===== src/rtl/blink_rate_ctrl_pkg.sv =====
// Shared definitions for the LED blink-rate controller: rate limits,
// debounce FSM encoding and the per-rate period helper.
package blink_rate_ctrl_pkg;

   localparam int unsigned RATE_W              = 2;
   localparam int unsigned RATE_MAX            = 3;
   localparam int unsigned DEF_BASE_PERIOD     = 50_000_000;
   localparam int unsigned DEF_DEBOUNCE_CYCLES = 500_000;

   typedef logic [RATE_W-1:0] rate_t;

   typedef enum logic [1:0] {
      IDLE   = 2'd0,
      ARM_HI = 2'd1,
      HIGH   = 2'd2,
      ARM_LO = 2'd3
   } db_state_t;

   // Each rate step halves the period.
   function automatic int unsigned period_of(input int unsigned base, input rate_t r);
      return base >> r;
   endfunction

endpackage


===== src/rtl/blink_rate_ctrl_if.sv =====
// Button/enable inputs and tick/rate outputs of the blink-rate controller.
interface blink_rate_ctrl_if;
   import blink_rate_ctrl_pkg::*;

   logic  btn_up;
   logic  btn_down;
   logic  enable;
   logic  tick;
   rate_t rate_sel;

   modport master (output btn_up, output btn_down, output enable,
                   input  tick,   input  rate_sel);
   modport slave  (input  btn_up, input  btn_down, input  enable,
                   output tick,   output rate_sel);
endinterface


===== src/rtl/blink_rate_ctrl_debounce.sv =====
// Two-flop synchronizer plus debounce FSM for one raw push-button;
// press pulses for one cycle when a high level is accepted.
module button_debounce
   import blink_rate_ctrl_pkg::*;
#(
   parameter int unsigned DEBOUNCE_CYCLES = DEF_DEBOUNCE_CYCLES,
   parameter int unsigned DB_W            = 19
) (
   input  logic clk,
   input  logic rst_n,
   input  logic raw,
   output logic press,
   output logic level
);

   localparam logic [DB_W-1:0] LAST = DB_W'(DEBOUNCE_CYCLES - 1);

   logic            sync1, sync2;
   db_state_t       state, state_nxt;
   logic [DB_W-1:0] cnt, cnt_nxt;

   always_ff @(posedge clk or negedge rst_n) begin
      if (!rst_n) begin
         sync1 <= 1'b0;
         sync2 <= 1'b0;
         state <= IDLE;
         cnt   <= '0;
      end else begin
         sync1 <= raw;
         sync2 <= sync1;
         state <= state_nxt;
         cnt   <= cnt_nxt;
      end
   end

   always_comb begin
      state_nxt = state;
      cnt_nxt   = cnt;
      press     = 1'b0;
      case (state)
         IDLE: begin
            if (sync2) begin
               state_nxt = ARM_HI;
               cnt_nxt   = '0;
            end
         end
         ARM_HI: begin
            if (!sync2) begin
               state_nxt = IDLE;
               cnt_nxt   = '0;
            end else if (cnt == LAST) begin
               state_nxt = HIGH;
               cnt_nxt   = '0;
               press     = 1'b1;
            end else begin
               cnt_nxt = cnt + 1'b1;
            end
         end
         HIGH: begin
            if (!sync2) begin
               state_nxt = ARM_LO;
               cnt_nxt   = '0;
            end
         end
         ARM_LO: begin
            if (sync2) begin
               state_nxt = HIGH;
               cnt_nxt   = '0;
            end else if (cnt == LAST) begin
               state_nxt = IDLE;
               cnt_nxt   = '0;
            end else begin
               cnt_nxt = cnt + 1'b1;
            end
         end
      endcase
   end

   assign level = (state == HIGH) || (state == ARM_LO);

endmodule


===== src/rtl/blink_rate_ctrl.sv =====
// Blink-rate controller: debounced faster/slower buttons select a rate,
// and a down-counter emits a one-cycle tick every BASE_PERIOD >> rate cycles.
module blink_rate_ctrl
   import blink_rate_ctrl_pkg::*;
#(
   parameter int unsigned BASE_PERIOD     = DEF_BASE_PERIOD,
   parameter int unsigned DEBOUNCE_CYCLES = DEF_DEBOUNCE_CYCLES,
   parameter int unsigned CNT_W           = 26,
   parameter int unsigned DB_W            = 19
) (
   input  logic              clk,
   input  logic              rst_n,
   blink_rate_ctrl_if.slave  bus
);

   logic             up_press, down_press;
   logic             up_level, down_level;
   logic             levels_unused;
   rate_t            rate_q, rate_nxt;
   logic             rate_chg;
   logic [CNT_W-1:0] cnt_q;
   logic             tick_q;

   button_debounce #(.DEBOUNCE_CYCLES(DEBOUNCE_CYCLES), .DB_W(DB_W)) u_db_up (
      .clk   (clk),
      .rst_n (rst_n),
      .raw   (bus.btn_up),
      .press (up_press),
      .level (up_level)
   );

   button_debounce #(.DEBOUNCE_CYCLES(DEBOUNCE_CYCLES), .DB_W(DB_W)) u_db_down (
      .clk   (clk),
      .rst_n (rst_n),
      .raw   (bus.btn_down),
      .press (down_press),
      .level (down_level)
   );

   assign levels_unused = up_level ^ down_level;

   function automatic logic [CNT_W-1:0] reload_of(input rate_t r);
      return CNT_W'(period_of(BASE_PERIOD, r) - 1);
   endfunction

   // Simultaneous presses cancel; saturated presses leave rate (and counter) alone.
   always_comb begin
      rate_nxt = rate_q;
      if (up_press && !down_press && (rate_q != rate_t'(RATE_MAX)))
         rate_nxt = rate_q + 1'b1;
      else if (down_press && !up_press && (rate_q != '0))
         rate_nxt = rate_q - 1'b1;
   end

   assign rate_chg = (rate_nxt != rate_q);

   always_ff @(posedge clk or negedge rst_n) begin
      if (!rst_n) begin
         rate_q <= '0;
         cnt_q  <= CNT_W'(BASE_PERIOD - 1);
         tick_q <= 1'b0;
      end else begin
         rate_q <= rate_nxt;
         tick_q <= 1'b0;
         // A rate change takes priority and swallows any tick due this cycle.
         if (rate_chg) begin
            cnt_q <= reload_of(rate_nxt);
         end else if (bus.enable) begin
            if (cnt_q == '0) begin
               tick_q <= 1'b1;
               cnt_q  <= reload_of(rate_q);
            end else begin
               cnt_q <= cnt_q - 1'b1;
            end
         end
      end
   end

   assign bus.tick     = tick_q;
   assign bus.rate_sel = rate_q;

endmodule


===== src/flat_wrapper.sv =====
// flat-port wrapper written by rule: the top's interface ports become plain ports
module blink_rate_ctrl_flat import blink_rate_ctrl_pkg::*;
#(
   parameter int unsigned BASE_PERIOD     = DEF_BASE_PERIOD,
   parameter int unsigned DEBOUNCE_CYCLES = DEF_DEBOUNCE_CYCLES,
   parameter int unsigned CNT_W           = 26,
   parameter int unsigned DB_W            = 19
)
  (clk, rst_n, bus_btn_up, bus_btn_down, bus_enable, bus_tick, bus_rate_sel);
  blink_rate_ctrl_if bus_i ();
  input  logic clk;
  input  logic rst_n;
  input wire logic [$bits(bus_i.btn_up)-1:0] bus_btn_up;
  input wire logic [$bits(bus_i.btn_down)-1:0] bus_btn_down;
  input wire logic [$bits(bus_i.enable)-1:0] bus_enable;
  output wire logic [$bits(bus_i.tick)-1:0] bus_tick;
  output wire logic [$bits(bus_i.rate_sel)-1:0] bus_rate_sel;
  assign bus_i.btn_up = bus_btn_up;
  assign bus_i.btn_down = bus_btn_down;
  assign bus_i.enable = bus_enable;
  assign bus_tick = bus_i.tick;
  assign bus_rate_sel = bus_i.rate_sel;
  blink_rate_ctrl #(.BASE_PERIOD(BASE_PERIOD), .DEBOUNCE_CYCLES(DEBOUNCE_CYCLES), .CNT_W(CNT_W), .DB_W(DB_W)) u_core (.clk(clk), .rst_n(rst_n), .bus(bus_i));
endmodule

===== config.mk =====
export PLATFORM = sky130hd
export DESIGN_NAME = blink_rate_ctrl_flat
export DESIGN_NICKNAME = d
export VERILOG_FILES = /design/src/rtl/blink_rate_ctrl_pkg.sv /design/src/rtl/blink_rate_ctrl_if.sv /design/src/rtl/blink_rate_ctrl_debounce.sv /design/src/rtl/blink_rate_ctrl.sv /design/src/flat_wrapper.sv
export SDC_FILE = /design/constraint.sdc
export NUM_CORES = 1
export LEC_CHECK = 0
export BUFFER_PORTS_ARGS = -buffer_cell sky130_fd_sc_hd__buf_2
export CELL_PAD_IN_SITES_DETAIL_PLACEMENT = 1
export CELL_PAD_IN_SITES_GLOBAL_PLACEMENT = 2
export CORE_MARGIN = 5
export CORE_UTILIZATION = 36
export DETAILED_ROUTE_END_ITERATION = 12
export GPL_ROUTABILITY_DRIVEN = 0
export PLACE_DENSITY_LB_ADDON = 0.05
export SYNTH_ARGS = -nofsm -noshare
export SYNTH_HDL_FRONTEND = slang
export SYNTH_SLANG_ARGS = --single-unit

===== constraint.sdc =====
create_clock -name clk -period 3.7 [get_ports clk]
set_input_delay 0.37 -clock clk [delete_from_list [all_inputs] [get_ports clk]]
set_output_delay 0.37 -clock clk [all_outputs]
set_load 0.03 [all_outputs]

* After elaboration in Yosys (flattened, before gate mapping) *
Index checks and enable logic that the tools add are counted.

storage, ports and cells
  flip-flop bits (word level) = 75
  input port bits = 5
  output and inout port bits = 3
  word-level logic and storage cells = 93

operators by class
  add/subtract/negate cells = 7
  equality and inequality tests = 18
  shifts and indexed selects = 2
  multiplexer cells = 40
  reductions and logical operators = 15

operators by type and width
  operator                                            number
  two-way mux 19 bit                                  10
  case mux 19 bit (4 select lines)                    2
  two-way mux 26 bit                                  3
  subtractor 26 x 1 -> 26 bit, second input constant  3
  >> shifter 26 x 2 -> 26 bit, first input constant   2
  adder 19 x 1 -> 19 bit, second input constant       2
  == test 19 bit, second input constant               2
  two-way mux 2 bit                                   14
  zero test 26 bit                                    1
  case mux 2 bit (4 select lines)                     2
  != test 3 bit, second input constant                4
  != test 2 bit, second input constant                5
  two-way mux 1 bit                                   9
  == test 2 bit, second input constant                4
  AND reduction 4 bit                                 2
  == test 2 x 1 -> 1 bit, second input constant       2
  logical AND 1 bit                                   4
  zero test 2 bit                                     2
  AND reduction 2 bit                                 2
  nonzero test 2 bit                                  2
  adder 2 x 1 -> 2 bit, second input constant         1
  zero test 1 bit                                     2
  != test 2 bit                                       1
  subtractor 2 x 1 -> 2 bit, second input constant    1

* Longest topological paths before layout *
Gate-level depths: netlist of run 1.

  depth after elaboration = 12
  depth in mapped cells = 14
  gate-level depth less buffers = 11

* Modules after synthesis *
Synthesis of run 1 repeated with hierarchy kept, for this count alone.

unflattened totals
  cell total of the unflattened synthesis = 532
  area total of the unflattened synthesis = 4787.1 um2

modules (own cells, without submodules)
  module           instances  cells each  area each (um2)  sequential area each (um2)
  button_debounce  2          133         1222.4           575.6
  blink_rate_ctrl  1          266         2342.2           748.2

* Worst setup path before layout of run 1 *
No wires, ideal clock.

  path type = reg2reg
  start = reg u_core.rate_q[0] (netlist: u_core.bus.rate_sel[0])
  end = reg u_core.cnt_q[24]
  setup time = 0.137 ns
  arrival time = 3.556 ns
  data required time = 3.563 ns
  setup slack = 0.007 ns
  stages on the path, launching flop included = 12
  buffers on the path = 1
  clock period less this slack = 3.693 ns
  cell sequence = dfrtp_1 > clkbuf_1 > inv_1 > ha_1 > or3_1 > a2111oi_0 > o21ai_2 > a2111o_1 > nand2b_4 > nor4_2 > xor2_1 > a21oi_1

between the ends
  longest elaborated chain between the ends = 7
  elaborated cells on any way between the ends = 17
  those cells by class = add/sub (4); eq/ne (2); shift (2); mux (5); reduce/logical (4)

RTL lines
  item                                                                 line                   source
  from (decl)                                                          blink_rate_ctrl.sv:19  rate_t rate_q, rate_nxt;
  from (signal assigned)                                               blink_rate_ctrl.sv:63  rate_q <= rate_nxt;
  branches (longest 7 deep; another with subtractor 26 x 1 -> 26 bit)  -
  to (signal assigned)                                                 blink_rate_ctrl.sv:67  cnt_q <= reload_of(rate_nxt);
  to (signal assigned)                                                 blink_rate_ctrl.sv:71  cnt_q <= reload_of(rate_q);
  to (signal assigned)                                                 blink_rate_ctrl.sv:73  cnt_q <= cnt_q - 1'b1;
  to (decl)                                                            blink_rate_ctrl.sv:21  logic [CNT_W-1:0] cnt_q;

Parallel ways; which one is timed is not known. The select of a mux whose other input is x is not followed.
A chain may end at the register's enable or synchronous reset.

* Worst setup path after layout of run 1 *
  start = reg u_core.u_db_down.cnt[6]
  end = reg u_core.cnt_q[16]

between the ends
  longest elaborated chain between the ends = 11
  elaborated cells on any way between the ends = 16
  those cells by class = add/sub (1); eq/ne (2); shift (1); mux (6); reduce/logical (6)

RTL lines
  item                                                           line                                          source
  from (decl)                                                    blink_rate_ctrl_debounce.sv:20                logic [DB_W-1:0] cnt, cnt_nxt;
  from (signal assigned)                                         blink_rate_ctrl_debounce.sv:32                cnt <= cnt_nxt;
  == test 19 bit *                                               blink_rate_ctrl_debounce.sv:51                end else if (cnt == LAST) begin
  two-way mux 1 bit *                                            blink_rate_ctrl_debounce.sv:51
  two-way mux 1 bit *                                            blink_rate_ctrl_debounce.sv:48                if (!sync2) begin
  two-way mux 1 bit *                                            blink_rate_ctrl_debounce.sv:40                case (state)
  logical AND 1 bit / zero test 1 bit (equally long branches)    blink_rate_ctrl.sv:51, blink_rate_ctrl.sv:49
  logical AND 1 bit, on equally long branches                    blink_rate_ctrl.sv:51, blink_rate_ctrl.sv:49
  two-way mux 2 bit / logical AND 1 bit (equally long branches)  blink_rate_ctrl.sv:51, blink_rate_ctrl.sv:49
  two-way mux 2 bit *                                            blink_rate_ctrl.sv:49                         if (up_press && !down_press && (rate_q != rate_t'(RATE_MAX)))
  >> shifter 26 x 2 -> 26 bit                                    blink_rate_ctrl_pkg.sv:21                     return base >> r;
  subtractor 26 x 1 -> 26 bit                                    blink_rate_ctrl.sv:43                         return CNT_W'(period_of(BASE_PERIOD, r) - 1);
  two-way mux 26 bit                                             blink_rate_ctrl.sv:66                         if (rate_chg) begin

Every way passes the cells marked *; elsewhere a longest branch is shown, timed or not.

==> results.sh, run 1 <==
export IMPL_status="finished clean"
export IMPL_p_comb_share_pct=18.1
export IMPL_cts_reportedPaths_clkPinSlew_ns=0.06
export IMPL_maxCapViolations=0
export IMPL_grt_max_degree=76
export IMPL_path_buf_inv=0
export IMPL_diodes=0
export IMPL_wl_per_cell_microns=19.65
export IMPL_switchingPower_mw=0.7176
export IMPL_crit_type="flip-flop to flip-flop"
export IMPL_powerDensity_mw_per_mm2=418.7
export IMPL_reg2reg_to="u_core.cnt_q[16]$_DFFE_PN0P_"
export IMPL_syn_cell_area_sq_mm=0.004896
export IMPL_fin_util_pct=42.14
export IMPL_cellLeakagePower_nw=2.204
export IMPL_seq_power_share_pct=42.5
export IMPL_crit_path_end_kind="flip-flop"
export IMPL_areaGrowthSynthToFinish_pct=14.44
export IMPL_fp_row_count=42
export IMPL_root_buffer="clkbuf_16"
export IMPL_cts_buffers=9
export IMPL_setup_violations=0
export IMPL_cp_max_fo=7
export IMPL_grt_pass1_vias=4850
export IMPL_drc=0
export IMPL_min_to="u_core.u_db_down.sync1$_DFF_PN0_"
export IMPL_reg2reg_from="u_core.u_db_down.cnt[6]$_DFFE_PN0P_"
export IMPL_grt_use_total_pct=19.87
export IMPL_synthArstFlopShare_pct=100.0
export IMPL_regToRegSetupSlack_ns=0.19
export IMPL_crit_slowest_cell="or4_1"
export IMPL_hold_violations=0
export IMPL_syn_inst=584
export IMPL_hold_depth=1
export IMPL_routed_wl_microns=15430
export IMPL_peakVddDrop_mv=0.1850
export IMPL_switching_share_pct=30.59
export IMPL_insertion_delay_ns=0.35
export IMPL_synth_edff_count=0
export IMPL_drv_slew=0
export IMPL_clock_sinks=75
export IMPL_rsz0062_at_grt="false"
export IMPL_dieArea_sq_mm=0.01603
export IMPL_cts_tree="done"
export IMPL_cts_setup_buffers=0
export IMPL_via_count=4634
export IMPL_finalClockSkew_ns=0.005622
export IMPL_max_freq_mhz=284.6
export IMPL_mostFrequentLayoutCells="nor2_1, o21ai_0, dfrtp_1"
export IMPL_cts_buffer_depth=2
export IMPL_critPathLaunchType="flip-flop"
export IMPL_power_internal_mw=1.628
export IMPL_synth_area_leaders="dfrtp_1, dfstp_2, o21ai_0"
export IMPL_grt_pass1_wl_microns=25760
export IMPL_design_area_sq_mm=0.005603
export IMPL_finalCriticalPeriod_ns=3.514
export IMPL_cp_arrival_ns=3.75
export IMPL_viasPerCell=5.903
export IMPL_layout_cells_most_common="nor2_1"
export IMPL_clockPowerShare_pct=39.4
export IMPL_crit_path_max_incr_delay_ns=0.59
export IMPL_p_total_mw=2.346
export IMPL_final_nets=619
export IMPL_synth_distinct_cells=74
export IMPL_tightest_slew_ns=0.9888
export IMPL_path_cells="or4b_4, or4_1, o2111ai_2, nand3_1, or3_1, nor4b_1, mux2i_1, nor2_1"
export IMPL_synth_top_area_cell="dfrtp_1"
export IMPL_drive_gt1_share_pct=16.09
export IMPL_drt_iter0_markers=210
export IMPL_initial_core_util_pct=36.82
export IMPL_yosys_warnings=0
export IMPL_synth_top_area_share_pct=29.13
export IMPL_rr_worst_depth=8
export IMPL_hpwl_microns=10970
export IMPL_core_area_sq_mm=0.01330
export IMPL_avgSynthCellArea_sq_um=8.383
export IMPL_relSlewSlack_pct=34.08
export IMPL_drt_pass1_iter_count=5
export IMPL_hold_class="primary input to flip-flop"
export IMPL_ys_seq_elements=75
export IMPL_ys_seq_area_share_pct=38.79
export IMPL_ios=8
export IMPL_drtAntennaViolNets=0
export IMPL_place_inst=769
export IMPL_hold_start="bus_btn_down"
export IMPL_postPlaceCellArea_sq_mm=0.005259
export IMPL_crit_required_ns=3.93
export IMPL_instances_no_fill=785
export IMPL_synthFlopType="dfrtp_1"
export IMPL_overflow=0
export IMPL_portBuffers=7
export IMPL_die_w_microns=126.6
export IMPL_cp_top_family="simple AND/OR/NAND/NOR gates"
export IMPL_antenna_found_initial=0
export IMPL_period_share_pct=94.96
export IMPL_cts_htree_levels=3
export IMPL_timing_setup_tns_ns=0
export IMPL_die_y_microns=126.6
export IMPL_synth_nets=599
export IMPL_path_depth=8
-- logic make-up after synthesis --
logic type | Yosys count | share of synthesized area [%]
and+or+nand+nor | 261 | 27.93
AOI/OAI and AO/OA | 178 | 23.33
adders and majority gates | 10 | 2.556
DFF | 75 | 38.79
buffers and inverters | 37 | 3.067
xor gates and xnor gates | 17 | 3.041
muxes | 6 | 1.278
-- timing repair --
| item | in CTS | in global routing |
|---|---|---|
| setup endpoints to repair | 0 | 5 |
| resized for setup | 0 | 7 |
| endpoints found under the hold margin | 0 | 0 |
| hold buffers | 0 | 0 |
-- metal layers --
metal / wire length [microns] / GRT usage [%] / up-vias
met5: 0 / 0 / -
met2: 7430 / 33.13 / 69
met3: 427 / 2.648 / 34
met1: 7098 / 25.39 / 2313
li1: - / - / 2218
met4: 470 / 9.653 / 0
-- worst register-to-register path, delay by kind of cell, from the launching register on --
| kind | cells | cell delay [ns] |
|---|---|---|
| multiplexers | 1 | 0.25 |
| AND/OR/NAND/NOR | 6 | 2.43 |
| flip-flops | 1 | 0.44 |
| AO/OA/AOI/OAI | 1 | 0.30 |
-- power groups by stage --
stage | clock [mW] | sequential [mW] | combinational (mW)
floorplan | 0 | 0.983 | 0.292
global placement | 0 | 1.01 | 0.415
detailed placement | 0 | 1.01 | 0.427
CTS | 0.950 | 0.997 | 0.428
global route | 0.982 | 1.01 | 0.478
finish | 0.925 | 0.996 | 0.424
-- through the flow --
step / hold WS [ns] / setup slack, ns
floorplan: 0.07441 / 0.006625
global placement: 0.3345 / 0.2566
detailed placement: 0.3417 / 0.1784
CTS: 0.1122 / 0.1742
global route: 0.1167 / 0.0006040
finish: 0.1303 / 0.1864
-- synthesized netlist by cell type, types with 3 or more instances --
| master | count |
|---|---|
| nand4_1 | 7 |
| and4_1 | 6 |
| o21ai_0 | 68 |
| nand3b_1 | 4 |
| dfrtp_1 | 57 |
| inv_1 | 10 |
| a211o_1 | 3 |
| nor4_1 | 13 |
| a2111oi_0 | 4 |
| or2_2 | 4 |
| nor4b_1 | 7 |
| nand2_1 | 55 |
| mux2i_1 | 4 |
| xor2_1 | 10 |
| xnor2_1 | 7 |
| and2_0 | 3 |
| a22o_1 | 3 |
| buf_2 | 3 |
| clkbuf_1 | 23 |
| o21ai_1 | 5 |
| a21oi_1 | 39 |
| or3_1 | 11 |
| o31ai_1 | 10 |
| o41ai_1 | 3 |
| and3_1 | 13 |
| nand2b_1 | 3 |
| nand3_1 | 29 |
| a31oi_1 | 9 |
| dfstp_2 | 18 |
| nor3_1 | 21 |
| nor2_1 | 70 |
| ha_1 | 10 |
-- worst max-delay path by stage --
stage                                        end                                 from  slack (ns)
floorplan           u_core.cnt_q[24]$_DFFE_PN0P_     u_core.bus.rate_sel[0]$_DFF_PN0_       0.007
global placement    u_core.cnt_q[22]$_DFFE_PN1P_  u_core.u_db_down.cnt[7]$_DFFE_PN0P_        0.26
detailed placement  u_core.cnt_q[22]$_DFFE_PN1P_  u_core.u_db_down.cnt[7]$_DFFE_PN0P_        0.18
CTS                 u_core.cnt_q[22]$_DFFE_PN1P_  u_core.u_db_down.cnt[7]$_DFFE_PN0P_        0.17
global route        u_core.cnt_q[22]$_DFFE_PN1P_  u_core.u_db_down.cnt[6]$_DFFE_PN0P_      0.0006
finish              u_core.cnt_q[16]$_DFFE_PN0P_  u_core.u_db_down.cnt[6]$_DFFE_PN0P_        0.19
-- final cells by class --
class / count / area (sq um)
Clock buffer: 12 / 256.5
Clock inverter: 4 / 50.05
Fill cell: 1592 / 7692
Inverter: 10 / 37.54
Multi-Input combinational cell: 472 / 2884
Sequential cell: 75 / 1899
Tap cell: 176 / 220.2
Timing Repair Buffer: 36 / 255.2
-- flip-flops by register name, indices dropped and copies added (netlist names), named ones only --
register	flops
u_core.u_db_up.sync1	1
u_core.u_db_down.sync2	1
u_core.u_db_up.sync2	1
u_core.cnt_q	26
u_core.bus.tick	1
u_core.u_db_down.state	1
u_core.u_db_down.cnt	19
u_core.u_db_down.sync1	1
u_core.bus.rate_sel	2
u_core.u_db_up.cnt	19
u_core.u_db_up.state	1
(Power assumes the default switching activity.)
==> inputs of run 2 (changes only) <==
Settings changed: CORE_UTILIZATION 36 to 39, GPL_ROUTABILITY_DRIVEN 0 to 1.
Clock period 3.7 ns to 3.4 ns, I/O delays scaled along.
==> results.sh, run 2 (synthesis gave the netlist of run 1 again) <==
export IMPL_top_register="u_core.cnt_q"
export IMPL_max_freq_mhz=299.2
export IMPL_diodes=0
export IMPL_portBuffers=7
export IMPL_dieArea_sq_mm=0.01490
export IMPL_cp_arrival_ns=3.57
export IMPL_core_area_sq_mm=0.01247
export IMPL_cp_max_fo=5
export IMPL_hold_class="primary input to flip-flop"
export IMPL_period_share_pct=98.30
export IMPL_setup_violations=0
export IMPL_rsz0062_at_grt="true"
export IMPL_cts_reportedPaths_clkPinSlew_ns=0.06
export IMPL_seq_power_share_pct=44.8
export IMPL_wl_per_cell_microns=19.11
export IMPL_tightest_slew_ns=1.043
export IMPL_dpl_worst_slack_ns=-0.1508
export IMPL_viasPerCell=5.796
export IMPL_drt_iter0_markers=260
export IMPL_via_count=4666
export IMPL_crit_type="flip-flop to flip-flop"
export IMPL_hold_start="bus_btn_down"
export IMPL_cts_tree="done"
export IMPL_drtAntennaViolNets=0
export IMPL_path_buf_inv=0
export IMPL_hpwl_microns=11240
export IMPL_overflow=0
export IMPL_switchingPower_mw=0.7514
export IMPL_final_setup_worst_slack_ns=0.05781
export IMPL_powerDensity_mw_per_mm2=417.8
export IMPL_hold_violations=0
export IMPL_status="finished clean"
export IMPL_min_to="u_core.u_db_down.sync1$_DFF_PN0_"
export IMPL_cts_buffer_depth=2
export IMPL_grt_max_degree=76
export IMPL_grt_pass1_vias=4886
export IMPL_drc=0
export IMPL_root_buffer="clkbuf_16"
export IMPL_die_w_microns=122.0
export IMPL_crit_required_ns=3.63
export IMPL_antenna_found_initial=0
export IMPL_reg2reg_to="u_core.cnt_q[24]$_DFFE_PN0P_"
export IMPL_reg_top3="u_core.cnt_q x26, u_core.u_db_down.cnt x19, u_core.u_db_up.cnt x19"
export IMPL_drt_pass1_iter_count=4
export IMPL_maxCapViolations=0
export IMPL_peakVddDrop_mv=0.2210
export IMPL_crit_slowest_cell="or4b_4"
export IMPL_critPathLaunchType="flip-flop"
export IMPL_reg2reg_from="u_core.u_db_down.cnt[6]$_DFFE_PN0P_"
export IMPL_grt_use_total_pct=21.71
export IMPL_initial_core_util_pct=39.28
export IMPL_finalClockSkew_ns=0.006673
export IMPL_path_cells="or4b_4, or4_4, o2111ai_2, nand3_2, a2111o_1, nand2b_4, nor4_2, xor2_1, a21oi_1"
export IMPL_p_total_mw=2.409
export IMPL_relSlewSlack_pct=30.44
export IMPL_die_y_microns=122.0
export IMPL_cts_buffers=9
export IMPL_drv_slew=0
export IMPL_largest_reg_flops=26
export IMPL_cts_htree_levels=3
export IMPL_ios=8
export IMPL_cellLeakagePower_nw=2.314
export IMPL_mostFrequentLayoutCells="nor2_1, o21ai_0, dfrtp_1"
export IMPL_clock_sinks=75
export IMPL_finalCriticalPeriod_ns=3.342
export IMPL_hold_depth=1
export IMPL_insertion_delay_ns=0.35
export IMPL_switching_share_pct=31.20
export IMPL_final_nets=643
export IMPL_grt_pass1_wl_microns=25260
export IMPL_clockPowerShare_pct=36.1
export IMPL_drive_gt1_share_pct=20.22
export IMPL_cp_top_family="simple AND/OR/NAND/NOR gates"
export IMPL_fp_row_count=41
export IMPL_areaGrowthSynthToFinish_pct=17.74
export IMPL_crit_path_max_incr_delay_ns=0.57
export IMPL_num_fill_cells=1515
export IMPL_routed_wl_microns=15380
export IMPL_regToRegSetupSlack_ns=0.06
export IMPL_layout_cells_most_common="nor2_1"
export IMPL_place_gp_congestion=0.8664
export IMPL_crit_path_end_kind="flip-flop"
export IMPL_rr_worst_depth=9
export IMPL_power_internal_mw=1.657
export IMPL_p_comb_share_pct=19.1
run 2: cell count changes in the layout (fill, tap and decap cells not counted), moves of 2 or more:
cell,delta
clkbuf_8,-2
a2111oi_0,-2
buf_4,+24
nor4b_2,+2
clkinvlp_4,-2
nor4b_1,-2
clkbuf_1,+3
a2111oi_2,+2
clkinv_2,+2
run 2: power groups by stage:
stage               sequential, mW  clock, mW  combinational, mW
finish                        1.08      0.869              0.460
global route                  1.09      0.937              0.520
CTS                           1.08      0.904              0.463
detailed placement            1.09          0              0.457
global placement              1.09          0              0.446
floorplan                     1.07          0              0.318
run 2: worst max path at each step:
stage / start / to / slack, ns / depth (start not counted)
after detailed placement: u_core.u_db_down.cnt[6]$_DFFE_PN0P_ / u_core.cnt_q[20]$_DFFE_PN1P_ / -0.15 / 9
after global routing: u_core.bus.rate_sel[1]$_DFF_PN0_ / u_core.cnt_q[20]$_DFFE_PN1P_ / -0.09 / 12
final: u_core.u_db_down.cnt[6]$_DFFE_PN0P_ / u_core.cnt_q[24]$_DFFE_PN0P_ / 0.06 / 9
after floorplan: u_core.u_db_down.cnt[6]$_DFFE_PN0P_ / u_core.cnt_q[22]$_DFFE_PN1P_ / 0.01 / 13
after CTS: u_core.u_db_down.cnt[6]$_DFFE_PN0P_ / u_core.cnt_q[24]$_DFFE_PN0P_ / 0.05 / 9
after global placement: u_core.u_db_up.cnt[7]$_DFFE_PN0P_ / u_core.cnt_q[23]$_DFFE_PN1P_ / -0.14 / 10
run 2: layout make-up:
| type | count | area [sq um] | area share, % |
|---|---|---|---|
| multi-input cells | 472 | 2920 | 50.66 |
| repair buffers | 60 | 435.4 | 7.554 |
| clock inverters | 3 | 15.01 | 0.2605 |
| clock buffers | 13 | 240.2 | 4.168 |
| inverters | 10 | 37.54 | 0.6512 |
| well taps | 172 | 215.2 | 3.733 |
| flip-flops and latches | 75 | 1901 | 32.97 |
run 2: per-layer routing:
metal  up-vias  track usage [%]  routed length, microns
met3        20            2.646                     357
met4         0            9.524                     387
li1       2261                -                       -
met2        60            37.53                    7684
met5         -                0                       0
met1      2325            27.22                    6951
run 2: timing repair:
action | 4_1_cts | 5_1_grt
gates resized for setup | 7 | 7
hold buffers | 0 | 0
endpoints found under the hold margin | 0 | 0
setup buffers | 1 | 0
pin swaps | 1 | 0
endpoints found under the setup margin | 7 | 12
run 2: per-stage QoR:
step / hold slack (ns) / std cells / area (sq um) / utilization, % / TNS (ns)
final: 0.09720 / 805 / 5764 / 46.24 / 0
after detailed placement: 0.3362 / 788 / 5440 / 43.64 / -0.6216
after global placement: 0.3379 / 788 / 5440 / 43.64 / -0.5462
after floorplan: 0.04441 / 584 / 4911 / - / 0
after CTS: 0.07968 / 805 / 5742 / 46.06 / 0
after global routing: 0.08481 / 805 / 5764 / 46.24 / -0.2774
==> inputs of run 3 (changes only) <==
--- a/config.mk
+++ b/config.mk
@@ -8,2 +8,3 @@
 export BUFFER_PORTS_ARGS = -buffer_cell sky130_fd_sc_hd__buf_2
+export CAP_MARGIN = 20
 export CELL_PAD_IN_SITES_DETAIL_PLACEMENT = 1
--- a/constraint.sdc
+++ b/constraint.sdc
@@ -3,2 +3,2 @@
 set_output_delay 0.34 -clock clk [all_outputs]
-set_load 0.03 [all_outputs]
+set_load 0.005 [all_outputs]
==> results.sh, run 3 (synthesis gave the netlist of run 1 again) <==
export IMPL_dieArea_sq_mm=0.01490
export IMPL_crit_path_max_incr_delay_ns=0.62
export IMPL_rr_worst_depth=10
export IMPL_hpwl_microns=11300
export IMPL_relSlewSlack_pct=55.00
export IMPL_crit_required_ns=3.61
export IMPL_p_total_mw=2.468
export IMPL_powerDensity_mw_per_mm2=407.9
export IMPL_drv_slew=0
export IMPL_top_register="u_core.cnt_q"
export IMPL_timing_setup_tns_ns=0
export IMPL_startpoint="u_core.u_db_down.cnt[6]$_DFFE_PN0P_"
export IMPL_crit_slowest_cell="or4_4"
export IMPL_period_share_pct=99.24
export IMPL_initial_core_util_pct=39.28
export IMPL_areaGrowthSynthToFinish_pct=23.56
export IMPL_cts_reportedPaths_clkPinSlew_ns=0.06
export IMPL_path_cells="or4b_4, or4_4, or3_4, a2bb2o_4, buf_4, or2_2, a21boi_0, or3_1, a21oi_1, a211oi_1"
export IMPL_grt_max_degree=76
export IMPL_overflow=0
export IMPL_num_fill_cells=1500
export IMPL_cp_endpoint="u_core.cnt_q[11]$_DFFE_PN0P_"
export IMPL_cp_arrival_ns=3.59
export IMPL_design_area_sq_mm=0.006050
export IMPL_place_gp_congestion=0.9218
export IMPL_root_buffer="clkbuf_16"
export IMPL_crit_path_end_kind="flip-flop"
export IMPL_mostFrequentLayoutCells="nor2_1, o21ai_0, buf_4"
export IMPL_clock_sinks=75
export IMPL_drt_pass1_iter_count=4
export IMPL_cp_max_fo=9
export IMPL_largest_reg_flops=26
export IMPL_drt_iter0_markers=365
export IMPL_via_count=4788
export IMPL_die_y_microns=122.0
export IMPL_drtAntennaViolNets=0
export IMPL_rsz0062_at_grt="true"
export IMPL_peakVddDrop_mv=0.2485
export IMPL_viasPerCell=5.882
export IMPL_tightest_slew_ns=0.6657
export IMPL_postPlaceCellArea_sq_mm=0.005470
export IMPL_grt_pass1_wl_microns=26050
export IMPL_max_freq_mhz=296.4
export IMPL_status="finished clean"
export IMPL_portBuffers=7
export IMPL_cts_buffer_depth=2
export IMPL_wl_per_cell_microns=19.68
export IMPL_cts_htree_levels=3
export IMPL_final_nets=652
export IMPL_antenna_found_initial=0
export IMPL_hold_violations=0
export IMPL_cts_tree="done"
export IMPL_setup_violations=0
export IMPL_reg2reg_from="u_core.u_db_down.cnt[6]$_DFFE_PN0P_"
export IMPL_grt_pass1_vias=4925
export IMPL_maxCapViolations=0
export IMPL_hold_class="primary input to flip-flop"
export IMPL_regToRegSetupSlack_ns=0.03
export IMPL_fin_util_pct=48.53
export IMPL_crit_type="flip-flop to flip-flop"
export IMPL_ios=8
export IMPL_fp_row_count=41
export IMPL_die_w_microns=122.0
export IMPL_drive_gt1_share_pct=23.83
export IMPL_critPathLaunchType="flip-flop"
export IMPL_routed_wl_microns=16020
export IMPL_grt_use_total_pct=22.21
export IMPL_drc=0
export IMPL_finalCriticalPeriod_ns=3.374
export IMPL_core_area_sq_mm=0.01247
export IMPL_reg2reg_to="u_core.cnt_q[11]$_DFFE_PN0P_"
export IMPL_cellLeakagePower_nw=2.436
export IMPL_cts_buffers=9
export IMPL_diodes=0
export IMPL_layout_cells_most_common="nor2_1"
export IMPL_insertion_delay_ns=0.35
export IMPL_reg_top3="u_core.cnt_q x26, u_core.u_db_down.cnt x19, u_core.u_db_up.cnt x19"
export IMPL_finalClockSkew_ns=0.01027
## run 3: changes by cell type in the layout (fill, tap and decap cells not counted), moves of 3 or more
cell    delta
nor4_4     +3
nor3_2     +3
buf_4      +6
nor3_1     -5
## run 3: final cells by class
type / count / area (sq um) / share of cell area, %
multi-input cells: 472 / 3094 / 51.15
flip-flops and latches: 75 / 1899 / 31.40
repair buffers: 69 / 538.0 / 8.893
clock buffers: 13 / 250.2 / 4.137
well taps: 172 / 215.2 / 3.557
inverters: 10 / 37.54 / 0.6205
clock inverters: 3 / 15.01 / 0.2482
## run 3: routing by layer
layer  up-vias  track usage [%]  part of all wire [%]
li1       2279                -                     -
met2        69            37.36                    50
met1      2414            28.78                    45
met4         0            9.314                   2.8
met3        26            2.878                   2.5
met5         -                0                     0
## run 3: where the power goes
part	leakage (nW)	switching, mW	internal, mW	total (mW)
combinational	1.34	0.310	0.177	0.487
sequential	0.957	0.0904	0.998	1.09
clock	0.133	0.381	0.512	0.893
## run 3: metrics by stage
stage          hold WS, ns  setup slack, ns  instances
2_1_floorplan      0.04441         0.003244        584
3_3_place_gp        0.3347         -0.07132        793
3_5_place_dp        0.3363         -0.05983        793
4_1_cts            0.08957          0.01245        809
5_1_grt            0.08922         -0.08203        814
6_report            0.1015          0.02589        814
## run 3: repair_timing
action                                 4_1_cts  5_1_grt
hold buffers                                 0        1
setup buffers                                0        3
gates resized for setup                      8       36
setup endpoints to repair                    5       10
pin swaps                                    0        6
cloned                                       0        0
endpoints found under the hold margin        0        8
## run 3: how the worst min path moves through the flow
stage / from / end / slack, ns / cells past startpoint
after CTS: bus_btn_up / u_core.u_db_up.sync1$_DFF_PN0_ / 0.09 / 1
after global routing: bus_btn_up / u_core.u_db_up.sync1$_DFF_PN0_ / 0.09 / 1
after floorplan: rst_n / asynchronous set/reset pin / 0.04 / 0
after global placement: u_core.u_db_down.sync1$_DFF_PN0_ / u_core.u_db_down.sync2$_DFF_PN0_ / 0.33 / 0
final: bus_btn_up / u_core.u_db_up.sync1$_DFF_PN0_ / 0.10 / 1
after detailed placement: u_core.u_db_down.sync1$_DFF_PN0_ / u_core.u_db_down.sync2$_DFF_PN0_ / 0.34 / 0
## run 3: worst max-delay path, delay by kind of cell (launching register included)
kind                   cells  cell delay [ns]
and+or+nand+nor            5             2.08
AOI/OAI and AO/OA          4             0.60
buffers and inverters      1             0.19
DFF                        1             0.38
